--- src/rtl/spi_regfile_peripheral.sv ---
// ---------------------------------------------------------------------------
// spi_regfile_peripheral
// SPI mode-0 slave front-end in front of a NUM_REGS x DATA_W config register
// file. SCLK/COPI/nCS are asynchronous and pass through 2-FF synchronisers;
// everything else runs on clk. Frames (MSB first: R/W, addr, data) are only
// validated and committed when nCS deasserts.
//
// Optional feature macro: SPI_READBACK_EN
//   defined   : read frames return reg[addr] on CIPO (0 for unmapped addr)
//   undefined : CIPO tied 0, read frames are length-checked only
//
// Ports
//   clk        system clock (>= 8x SCLK)
//   rst_n      async active-low reset
//   SCLK       SPI clock (async)
//   COPI       SPI data from controller (async)
//   nCS        SPI chip select, active-low (async)
//   CIPO       SPI data to controller
//   regs_out   flat register file, reg k at [k*DATA_W +: DATA_W]
//   wr_strobe  one-clk pulse on bit k when reg k is written
//   frame_err  one-clk pulse when a frame is discarded for bad length
// ---------------------------------------------------------------------------
module spi_regfile_peripheral #(
   parameter int unsigned ADDR_W   = 7,
   parameter int unsigned DATA_W   = 8,
   parameter int unsigned NUM_REGS = 5
) (
   input  logic                       clk,
   input  logic                       rst_n,
   input  logic                       SCLK,
   input  logic                       COPI,
   input  logic                       nCS,
   output logic                       CIPO,
   output logic [NUM_REGS*DATA_W-1:0] regs_out,
   output logic [NUM_REGS-1:0]        wr_strobe,
   output logic                       frame_err
);

   localparam int unsigned FRAME_LEN = 1 + ADDR_W + DATA_W;
   localparam int unsigned CNT_W     = $clog2(FRAME_LEN + 2);

   localparam logic [CNT_W-1:0] CNT_FULL = CNT_W'(FRAME_LEN);
   localparam logic [CNT_W-1:0] CNT_SAT  = CNT_W'(FRAME_LEN + 1);
   localparam logic [CNT_W-1:0] CNT_HDR  = CNT_W'(1 + ADDR_W);

   typedef enum logic [1:0] {
      ST_WAIT_IDLE,
      ST_IDLE,
      ST_ACTIVE,
      ST_COMMIT
   } state_e;

   state_e                            state_q, state_d;
   logic [2:0]                        sclk_sync_q, sclk_sync_d;
   logic [2:0]                        ncs_sync_q, ncs_sync_d;
   logic [1:0]                        copi_sync_q, copi_sync_d;
   logic [1:0]                        settle_q, settle_d;
   logic [FRAME_LEN-1:0]              shift_q, shift_d;
   logic [CNT_W-1:0]                  cnt_q, cnt_d;
   logic [NUM_REGS-1:0][DATA_W-1:0]   regs_q, regs_d;
   logic [NUM_REGS-1:0]               wr_strobe_q, wr_strobe_d;
   logic                              frame_err_q, frame_err_d;

   logic                              sclk_rise;
   logic                              ncs_rise;
   logic                              ncs_lvl;
   logic [FRAME_LEN-1:0]              shift_in;
   logic                              frame_wr;
   logic [ADDR_W-1:0]                 frame_addr;
   logic [DATA_W-1:0]                 frame_data;

`ifdef SPI_READBACK_EN
   logic [DATA_W-1:0]                 out_shift_q, out_shift_d;
   logic                              cipo_q, cipo_d;
   logic                              sclk_fall;
   logic [DATA_W-1:0]                 rd_data;
`endif

   // Edge/level detection on the synchronised pins (FF2 vs FF3)
   assign sclk_rise = sclk_sync_q[1] & ~sclk_sync_q[2];
   assign ncs_rise  = ncs_sync_q[1]  & ~ncs_sync_q[2];
   assign ncs_lvl   = ncs_sync_q[1];
   assign shift_in  = {shift_q[FRAME_LEN-2:0], copi_sync_q[1]};

   assign frame_wr   = shift_q[FRAME_LEN-1];
   assign frame_addr = shift_q[FRAME_LEN-2 -: ADDR_W];
   assign frame_data = shift_q[DATA_W-1:0];

`ifdef SPI_READBACK_EN
   assign sclk_fall = ~sclk_sync_q[1] & sclk_sync_q[2];

   // Register lookup for the address just completed in the incoming frame
   always_comb begin
      rd_data = '0;
      for (int unsigned k = 0; k < NUM_REGS; k++) begin
         if (shift_in[ADDR_W-1:0] == ADDR_W'(k)) begin
            rd_data = regs_q[k];
         end
      end
   end
`endif

   // Next-state / datapath
   always_comb begin
      state_d     = state_q;
      sclk_sync_d = {sclk_sync_q[1:0], SCLK};
      ncs_sync_d  = {ncs_sync_q[1:0], nCS};
      copi_sync_d = {copi_sync_q[0], COPI};
      settle_d    = settle_q;
      shift_d     = shift_q;
      cnt_d       = cnt_q;
      regs_d      = regs_q;
      wr_strobe_d = '0;
      frame_err_d = 1'b0;
`ifdef SPI_READBACK_EN
      out_shift_d = out_shift_q;
      cipo_d      = cipo_q;
`endif

      unique case (state_q)
         // Synchroniser outputs hold reset values for a few clocks, so let
         // them flush before trusting nCS; a frame cut by reset is skipped.
         ST_WAIT_IDLE: begin
`ifdef SPI_READBACK_EN
            cipo_d = 1'b0;
`endif
            if (settle_q != 2'd3) begin
               settle_d = settle_q + 2'd1;
            end else if (ncs_lvl) begin
               state_d = ST_IDLE;
            end
         end

         // Level-sensitive so a reassert during COMMIT is still caught here
         ST_IDLE: begin
`ifdef SPI_READBACK_EN
            cipo_d = 1'b0;
`endif
            if (!ncs_lvl) begin
               state_d = ST_ACTIVE;
               shift_d = '0;
               cnt_d   = '0;
`ifdef SPI_READBACK_EN
               out_shift_d = '0;
`endif
            end
         end

         // nCS rise wins over a coincident SCLK rise, which is dropped
         ST_ACTIVE: begin
            if (ncs_rise) begin
               state_d = ST_COMMIT;
`ifdef SPI_READBACK_EN
               cipo_d  = 1'b0;
`endif
            end else if (sclk_rise) begin
               shift_d = shift_in;
               if (cnt_q != CNT_SAT) begin
                  cnt_d = cnt_q + CNT_W'(1);
               end
`ifdef SPI_READBACK_EN
               if ((cnt_q == CNT_HDR - CNT_W'(1)) && !shift_in[ADDR_W]) begin
                  out_shift_d = rd_data;
               end
`endif
            end
`ifdef SPI_READBACK_EN
            else if (sclk_fall) begin
               cipo_d      = out_shift_q[DATA_W-1];
               out_shift_d = {out_shift_q[DATA_W-2:0], 1'b0};
            end
`endif
         end

         ST_COMMIT: begin
            state_d = ST_IDLE;
`ifdef SPI_READBACK_EN
            cipo_d  = 1'b0;
`endif
            if (cnt_q != CNT_FULL) begin
               frame_err_d = 1'b1;
            end else if (frame_wr) begin
               for (int unsigned k = 0; k < NUM_REGS; k++) begin
                  if (frame_addr == ADDR_W'(k)) begin
                     regs_d[k]      = frame_data;
                     wr_strobe_d[k] = 1'b1;
                  end
               end
            end
         end

         default: state_d = ST_WAIT_IDLE;
      endcase
   end

   // State and output registers
   always_ff @(posedge clk or negedge rst_n) begin
      if (!rst_n) begin
         state_q     <= ST_WAIT_IDLE;
         sclk_sync_q <= '0;
         ncs_sync_q  <= '1;
         copi_sync_q <= '0;
         settle_q    <= '0;
         shift_q     <= '0;
         cnt_q       <= '0;
         regs_q      <= '0;
         wr_strobe_q <= '0;
         frame_err_q <= 1'b0;
`ifdef SPI_READBACK_EN
         out_shift_q <= '0;
         cipo_q      <= 1'b0;
`endif
      end else begin
         state_q     <= state_d;
         sclk_sync_q <= sclk_sync_d;
         ncs_sync_q  <= ncs_sync_d;
         copi_sync_q <= copi_sync_d;
         settle_q    <= settle_d;
         shift_q     <= shift_d;
         cnt_q       <= cnt_d;
         regs_q      <= regs_d;
         wr_strobe_q <= wr_strobe_d;
         frame_err_q <= frame_err_d;
`ifdef SPI_READBACK_EN
         out_shift_q <= out_shift_d;
         cipo_q      <= cipo_d;
`endif
      end
   end

   assign regs_out  = regs_q;
   assign wr_strobe = wr_strobe_q;
   assign frame_err = frame_err_q;
`ifdef SPI_READBACK_EN
   assign CIPO      = cipo_q;
`else
   assign CIPO      = 1'b0;
`endif

endmodule

--- config.mk ---
export PLATFORM = sky130hd
export DESIGN_NAME = spi_regfile_peripheral
export DESIGN_NICKNAME = d
export VERILOG_FILES = /design/src/rtl/spi_regfile_peripheral.sv
export SDC_FILE = /design/constraint.sdc
export NUM_CORES = 1
export LEC_CHECK = 0
export ABC_AREA = 1
export CAP_MARGIN = 15
export CORE_ASPECT_RATIO = 0.5
export CORE_MARGIN = 5
export CORE_UTILIZATION = 40
export CTS_CLUSTER_DIAMETER = 40
export DETAILED_ROUTE_END_ITERATION = 6
export GPL_TIMING_DRIVEN = 1
export PLACE_DENSITY = 0.69
export SLEW_MARGIN = 20
export SYNTH_ARGS = -nofsm -noshare
export SYNTH_HDL_FRONTEND = slang
export SYNTH_SLANG_ARGS = --single-unit
--- constraint.sdc ---
create_clock -name clk -period 1.8 [get_ports clk]
set_input_delay 0.36 -clock clk [delete_from_list [all_inputs] [get_ports clk]]
set_output_delay 0.36 -clock clk [all_outputs]
set_load 0.02 [all_outputs]
==> summary.md, run 1 <==
| Metric | Value |
|---|---|
| Dpl hpwl | `5.38 mm` |
| IO Port Bufs | `50` |
| DRC | `0` |
| Syn avg cell area | `9.07 µm²` |
| FMAX | `594 MHz` |
| P per Cell Area | `1130 mW/mm²` |
| Row cnt | `23` |
| Post-synthesis cell area | `0.00345 mm²` |
| Sequential-to-total area share from yosys stat | `57.4%` |
| Critical path, cell by cell | `clkdlybuf4s50_1` |
| Cells after Synth | `380` |
| R2R Setup Slk | `150 ps` |
| Fin Clk Skew | `6.72 ps` |
| Part of the power in registers | `39.9%` |
| Combinational share of power | `20.0%` |
| Clk Latency, worst-skew pair | `340 ps` |
| Final worst setup slack | `118 ps` |
| Ratio of cells with drive above 1 in the final layout | `11.6%` |
| Clk root buf | `clkbuf_16` |
| Num CTS Buffers | `9` |
| Via count | `2693` |
| Status | `finished, final reports clean` |
| Primary FF master, synth | `dfrtp_1` |
| R2R cell count | `6` |
| Antenna diode count | `0` |
| Crit. End Element | `output pin` |
| Critical Path RT | `1440 ps` |
| Core area | `0.00820 mm²` |
| GR Overflow Total | `0` |
| Yosys cell types | `27` |
| First-pass GRT wire length | `13.2 mm` |
| Worst Setup Start Kind | `register` |
| Sw frac | `29.6%` |
| Min Hold Slack | `350 ps` |
| WHS Endpoint | `sclk_sync_q[1]` |
| TritonRoute pass-1 iters | `4` |
| Crit path time final | `1680 ps` |
| Top delay family on crit path | `buffers and inverters` |
| Clock transition at path regs | `60 ps` |
| Flops & latches, synth | `79` |
| Worst-path fanout max | `2` |
| Hold Crit Depth | `0` |
| Layout area overhead | `30.3%` |
| Critical Path Slowest Stage Cell | `clkdlybuf4s50_1` |
| Final hold violation count | `0` |
| DR iter-0 viols | `173` |
| Die width | `141 µm` |
| Worst Path Buf+Inv | `1` |
| Switching pwr | `1.51 mW` |
| Setup TNS | `0 ps` |
| Cell Count, Final, Fillers Out | `562` |
| Tcrit/Tclk final | `93.5%` |
| ANT nets after route | `0` |
| Die area | `0.0107 mm²` |
| Min-delay worst type | `reg -> reg` |
| VDD IR max | `0.000520 V` |
| Via/cell ratio | `4.79` |
| Commonest non-fill, non-tap cells in the layout | `151 x nand2_1, 76 x dfrtp_1, 65 x nand3_1, 49 x clkdlybuf4s50_1, 26 x inv_1` |
| Top Ports | `52` |
| WL final | `7.67 mm` |
| Leak | `2.29 nW` |
| Post-synth EDFFs | `0` |
| Post-CTS setup buffer count | `0` |
| Synth Net Count | `394` |
| Filler cells | `759` |
| Routed WL per cell | `13.6 µm` |
| Die Ht | `75.7 µm` |
| FF-to-FF Start | `state_q[0]` |
| H-tree Lvls | `3` |
| CTS tree | `yes` |
| Maxcap violations | `0` |
| Ys Warns | `0` |
| Tot GR Track Use | `16.1%` |
| Crit Path Class | `reg -> out` |
| RR Endpoint | `regs_out[9]` |
| Slowest cell delay on critical path | `630 ps` |
| Initial antenna violation count | `0` |
| Most common cell after layout, fill and taps aside | `nand2_1` |
| RSZ-0062 raised after global routing | `no` |
| CTS Buffer Depth | `2` |
| Final setup viols | `0` |
| RD Place Congestion | `0.793` |
| Nets | `460` |
| Arrival @ worst endpoint | `1320 ps` |
| Slew Limit Fails | `0` |
| Via count of the first global-routing pass | `2628` |
| Initial core utilization | `42.0%` |
| Pre-CTS setup slack | `151 ps` |
| Clk pwr share | `40.1%` |
| Clk sink count | `79` |
| Ys async rst share | `100%` |
| Largest net degree at the start of global routing | `40` |
| Placed insts | `546` |
| Internal power | `3.59 mW` |
| Min-delay src | `sclk_sync_q[0]` |
## cells by family after synthesis
group / share of synthesized area (%)
buffers and inverters: 5.12
AOI/OAI and AO/OA: 0.726
DFF: 57.4
and+or+nand+nor: 32.8
muxes: 0.327
adders and majority gates: 3.27
xor gates and xnor gates: 0.254
other: 0.109
## cell usage after synthesis, types with 2 or more instances
master | count | area, µm²
nand2_1 | 151 | 567
dfrtp_1 | 76 | 1900
nand3_1 | 65 | 325
inv_1 | 26 | 97.6
ha_1 | 9 | 113
nor2_1 | 8 | 30.0
nand4_1 | 5 | 31.3
nor2_2 | 4 | 25.0
nor2_4 | 4 | 45.0
buf_2 | 3 | 15.0
buf_6 | 3 | 33.8
dfstp_2 | 3 | 78.8
nand3_4 | 3 | 52.6
o21ai_0 | 3 | 15.0
a21oi_1 | 2 | 10.0
buf_4 | 2 | 15.0
clkbuf_1 | 2 | 7.51
inv_2 | 2 | 7.51
## how the worst max path moves through the flow
stage                     depth (start not counted)  slack, ps         start      endpoint
final                                             1        120   regs_out[4]   regs_out[4]
after global routing                              8          3      cnt_q[0]   regs_out[9]
after CTS                                         1        100  regs_out[31]  regs_out[31]
after detailed placement                          6        150    state_q[0]   regs_out[9]
after global placement                            6        220    state_q[0]  regs_out[13]
after floorplan                                   9        270    state_q[0]    shift_q[0]
## state kept, by name (all words and copies together), names as in the netlist
register / cells
cnt_q: 5
wr_strobe: 5
state_q: 2
ncs_sync_q: 3
settle_q: 2
regs_out: 40
copi_sync_q: 2
frame_err: 1
sclk_sync_q: 3
shift_q: 16
## layout make-up
| type | count | area, µm² | share of cell area (%) |
|---|---|---|---|
| tap | 112 | 140 | 3.12 |
| clock inverter | 6 | 110 | 2.45 |
| inverter | 28 | 105 | 2.34 |
| timing repair buffer | 65 | 638 | 14.2 |
| sequential | 79 | 1980 | 44.1 |
| multi-input combinational | 263 | 1290 | 28.8 |
| clock buffer | 9 | 225 | 5.01 |
## routing by layer
layer  part of all wire (%)  track usage [%]  routed length, µm  vias to the layer above
li1                       -                -                  -                     1342
met1                     45             20.6               3460                     1273
met2                     46             26.7               3530                       68
met3                    7.1             5.77                546                       10
met4                    1.8             4.19                136                        0
met5                      0                0                  0                        -
## metrics by stage
step / total power [mW] / instance area (µm²) / util [%]
2_1_floorplan: 2.64 / 3450 / -
3_3_place_gp: 3.07 / 4150 / 50.5
3_5_place_dp: 3.09 / 4150 / 50.5
4_1_cts: 5.14 / 4490 / 54.8
5_1_grt: 5.39 / 4490 / 54.8
6_report: 5.09 / 4490 / 54.8
## power groups by stage
stage	Sequential (mW)	Combinational, mW	Clock, mW
final	2.03	1.02	2.04
after global routing	2.05	1.16	2.18
after CTS	2.03	1.03	2.08
after detailed placement	2.06	1.03	0
after global placement	2.06	1.01	0
after floorplan	2.01	0.631	0
## what timing repair did
| item | in CTS | in global routing |
|---|---|---|
| endpoints found under the hold margin | 21 | 0 |
| setup endpoints to repair | 0 | 11 |
| gates resized for setup | 0 | 1 |
| hold buffers | 1 | 0 |
Note: power is estimated with default switching activity, not from simulation.
==> run 2, diff against run 1 <==
==> constraint.sdc (replaced) <==
create_clock -name clk -period 1.8 [get_ports clk]
set_input_delay 0.27 -clock clk [delete_from_list [all_inputs] [get_ports clk]]
set_output_delay 0.27 -clock clk [all_outputs]
set_load 0.02 [all_outputs]
==> run 2 against run 1 <==
Register-to-register slack about the same. Core utilization shrank 0.63 points. Clock power shrank 15%. First-iteration DRC count up 10%. Critical path type is now reg -> reg. Largest power group is now registers.
==> summary.md, run 2 (synthesis results as in run 1) <==
| Metric | Value |
|---|---|
| Slew Limit Fails | `0 (unchanged)` |
| R2R Setup Slk | `140 ps (was 150 ps)` |
| Nets | `459 (was 460)` |
| Crit path capture | `regs_out[38] (was regs_out[4])` |
| Dpl hpwl | `5.25 mm (was 5.38 mm)` |
| Setup TNS | `0 ps (unchanged)` |
| Clk sink count | `79 (unchanged)` |
| Top Ports | `52 (unchanged)` |
| FMAX | `603 MHz (was 594 MHz)` |
| Die area | `0.0107 mm² (unchanged)` |
| Most common cell after layout, fill and taps aside | `nand2_1 (unchanged)` |
| Critical Path Slowest Stage Cell | `dfrtp_1 (was clkdlybuf4s50_1)` |
| Crit path time final | `1660 ps (was 1680 ps)` |
| Clock transition at path regs | `50 ps (was 60 ps)` |
| RR Endpoint | `regs_out[38] (was regs_out[9])` |
| WL final | `7.42 mm (was 7.67 mm)` |
| Number of flip-flops in the largest register | `40 (unchanged)` |
| Min-delay worst type | `in -> reg (was reg -> reg)` |
| Clk root buf | `clkbuf_16 (unchanged)` |
| Arrival @ worst endpoint | `1880 ps (was 1320 ps)` |
| P per Cell Area | `1080 mW/mm² (was 1130 mW/mm²)` |
| Min Hold Slack | `343 ps (was 350 ps)` |
| Tot GR Track Use | `15.2% (was 16.1%)` |
| Fin Clk Skew | `7.01 ps (was 6.72 ps)` |
| Final hold violation count | `0 (unchanged)` |
| Commonest non-fill, non-tap cells in the layout | `151 x nand2_1, 76 x dfrtp_1, 65 x nand3_1, 49 x clkdlybuf4s50_1, 26 x inv_1 (unchanged)` |
| Top delay family on crit path | `simple AND/OR/NAND/NOR gates (was buffers and inverters)` |
| Worst Setup Start Kind | `register (unchanged)` |
| RD Place Congestion | `0.873 (was 0.793)` |
| Worst Path Buf+Inv | `1 (unchanged)` |
| Initial core utilization | `42.0% (unchanged)` |
| RSZ-0062 raised after global routing | `no (unchanged)` |
| FF-to-FF Start | `cnt_q[1] (was state_q[0])` |
| Placed insts | `545 (was 546)` |
| H-tree Lvls | `3 (unchanged)` |
| R2R cell count | `7 (was 6)` |
| Row cnt | `23 (unchanged)` |
| Die Ht | `75.7 µm (unchanged)` |
| Layout area overhead | `28.8% (was 30.3%)` |
| Largest net degree at the start of global routing | `35 (was 40)` |
| Leak | `2.28 nW (was 2.29 nW)` |
| Ratio of cells with drive above 1 in the final layout | `11.1% (was 11.6%)` |
| Via count of the first global-routing pass | `2558 (was 2628)` |
| Post-CTS setup buffer count | `0 (unchanged)` |
| CP dominant cell by count | `nand2_1` |
| Tcrit/Tclk final | `92.2% (was 93.5%)` |
| CTS Buffer Depth | `2 (unchanged)` |
| Crit Path Class | `reg -> reg (was reg -> out)` |
| Core area | `0.00820 mm² (unchanged)` |
| CTS hold repair buffers | `1 (unchanged)` |
| Via count | `2668 (was 2693)` |
| Worst-path fanout max | `8 (was 2)` |
| VDD IR max | `0.000585 V (was 0.000520 V)` |
| Status | `finished, final reports clean (unchanged)` |
| GR Overflow Total | `0 (unchanged)` |
| Antenna diode count | `0 (unchanged)` |
| Routed WL per cell | `13.2 µm (was 13.6 µm)` |
| Cell depth of the worst setup path | `7 (was 1)` |
| CTS tree | `yes (unchanged)` |
| ANT nets after route | `0 (unchanged)` |
| Critical path, cell by cell | `inv_1 -> ha_1 -> nand3_2 -> nor2_4 -> nand2_1 -> nand2_1 -> nand2_1 (was clkdlybuf4s50_1)` |
| Critical Path RT | `2020 ps (was 1440 ps)` |
| Cell Count, Final, Fillers Out | `561 (was 562)` |
| IO Port Bufs | `50 (unchanged)` |
| DR iter-0 viols | `191 (was 173)` |
| Die width | `141 µm (unchanged)` |
| Initial antenna violation count | `0 (unchanged)` |
| Maxcap violations | `0 (unchanged)` |
| TritonRoute pass-1 iters | `4 (unchanged)` |
| First-pass GRT wire length | `12.6 mm (was 13.2 mm)` |
| Slowest cell delay on critical path | `410 ps (was 630 ps)` |
| DRC | `0 (unchanged)` |
| Cts repair resizes | `0 (unchanged)` |
| Crit. End Element | `register (was output pin)` |
| Num CTS Buffers | `9 (unchanged)` |
| Crit. Startpoint | `cnt_q[1] (was regs_out[4])` |
| Final setup viols | `0 (unchanged)` |
| Via/cell ratio | `4.76 (was 4.79)` |
| Clk Latency, worst-skew pair | `340 ps (about the same)` |
run 2: cell count changes in the layout (fill, tap and decap cells not counted), sizes merged:
cell / delta
clkinv: +1
buf: -1
clkinvlp: -2
bufinv: -3
clkbuf: +4
run 2: layout make-up:
cell class / count / area, µm²
Multi-Input combinational cell: 263 / 1290
Timing Repair Buffer: 64 / 631
Clock inverter: 2 / 13.8
Tap cell: 112 / 140
Fill cell: 758 / 3760
Sequential cell: 79 / 1980
Clock buffer: 13 / 280
Inverter: 28 / 105
run 2: stage by stage:
step / worst slack [ps] / total power, mW / instance area [µm²] / util [%]
2_1_floorplan: 274 / 2.64 / 3450 / -
3_3_place_gp: 208 / 3.07 / 4140 / 50.4
3_5_place_dp: 153 / 3.09 / 4140 / 50.4
4_1_cts: 139 / 4.85 / 4440 / 54.2
5_1_grt: 10.5 / 5.05 / 4440 / 54.2
6_report: 141 / 4.79 / 4440 / 54.2
run 2: how the worst min path moves through the flow:
stage,from,endpoint,slack [ps],cells past startpoint
after detailed placement,rst_n,regs_out[37],220,1
after global routing,nCS,ncs_sync_q[0],330,1
after floorplan,rst_n,cnt_q[0],-30,0
after CTS,nCS,ncs_sync_q[0],330,1
final,nCS,ncs_sync_q[0],340,1
after global placement,rst_n,regs_out[37],220,1
run 2: metal layers:
metal | share of wire [%] | GRT usage, % | vias up
met1 | 47 | 19.3 | 1264
met2 | 45 | 24.2 | 50
li1 | - | - | 1340
met3 | 5.9 | 5.96 | 14
met5 | 0 | 0 | -
met4 | 1.8 | 5.16 | 0
run 2: where the power goes:
part	internal [mW]	switching (mW)
Combinational	0.372	0.660
Sequential	1.87	0.143
Clock	1.08	0.665
run 2: worst reg2reg max path: cells and delay by family, from the launching register on:
family	cells	cell delay, ps
AND/OR/NAND/NOR	5	840
flip-flops	1	410
adder cells (fa/ha/maj)	1	200
buffers and inverters	1	90
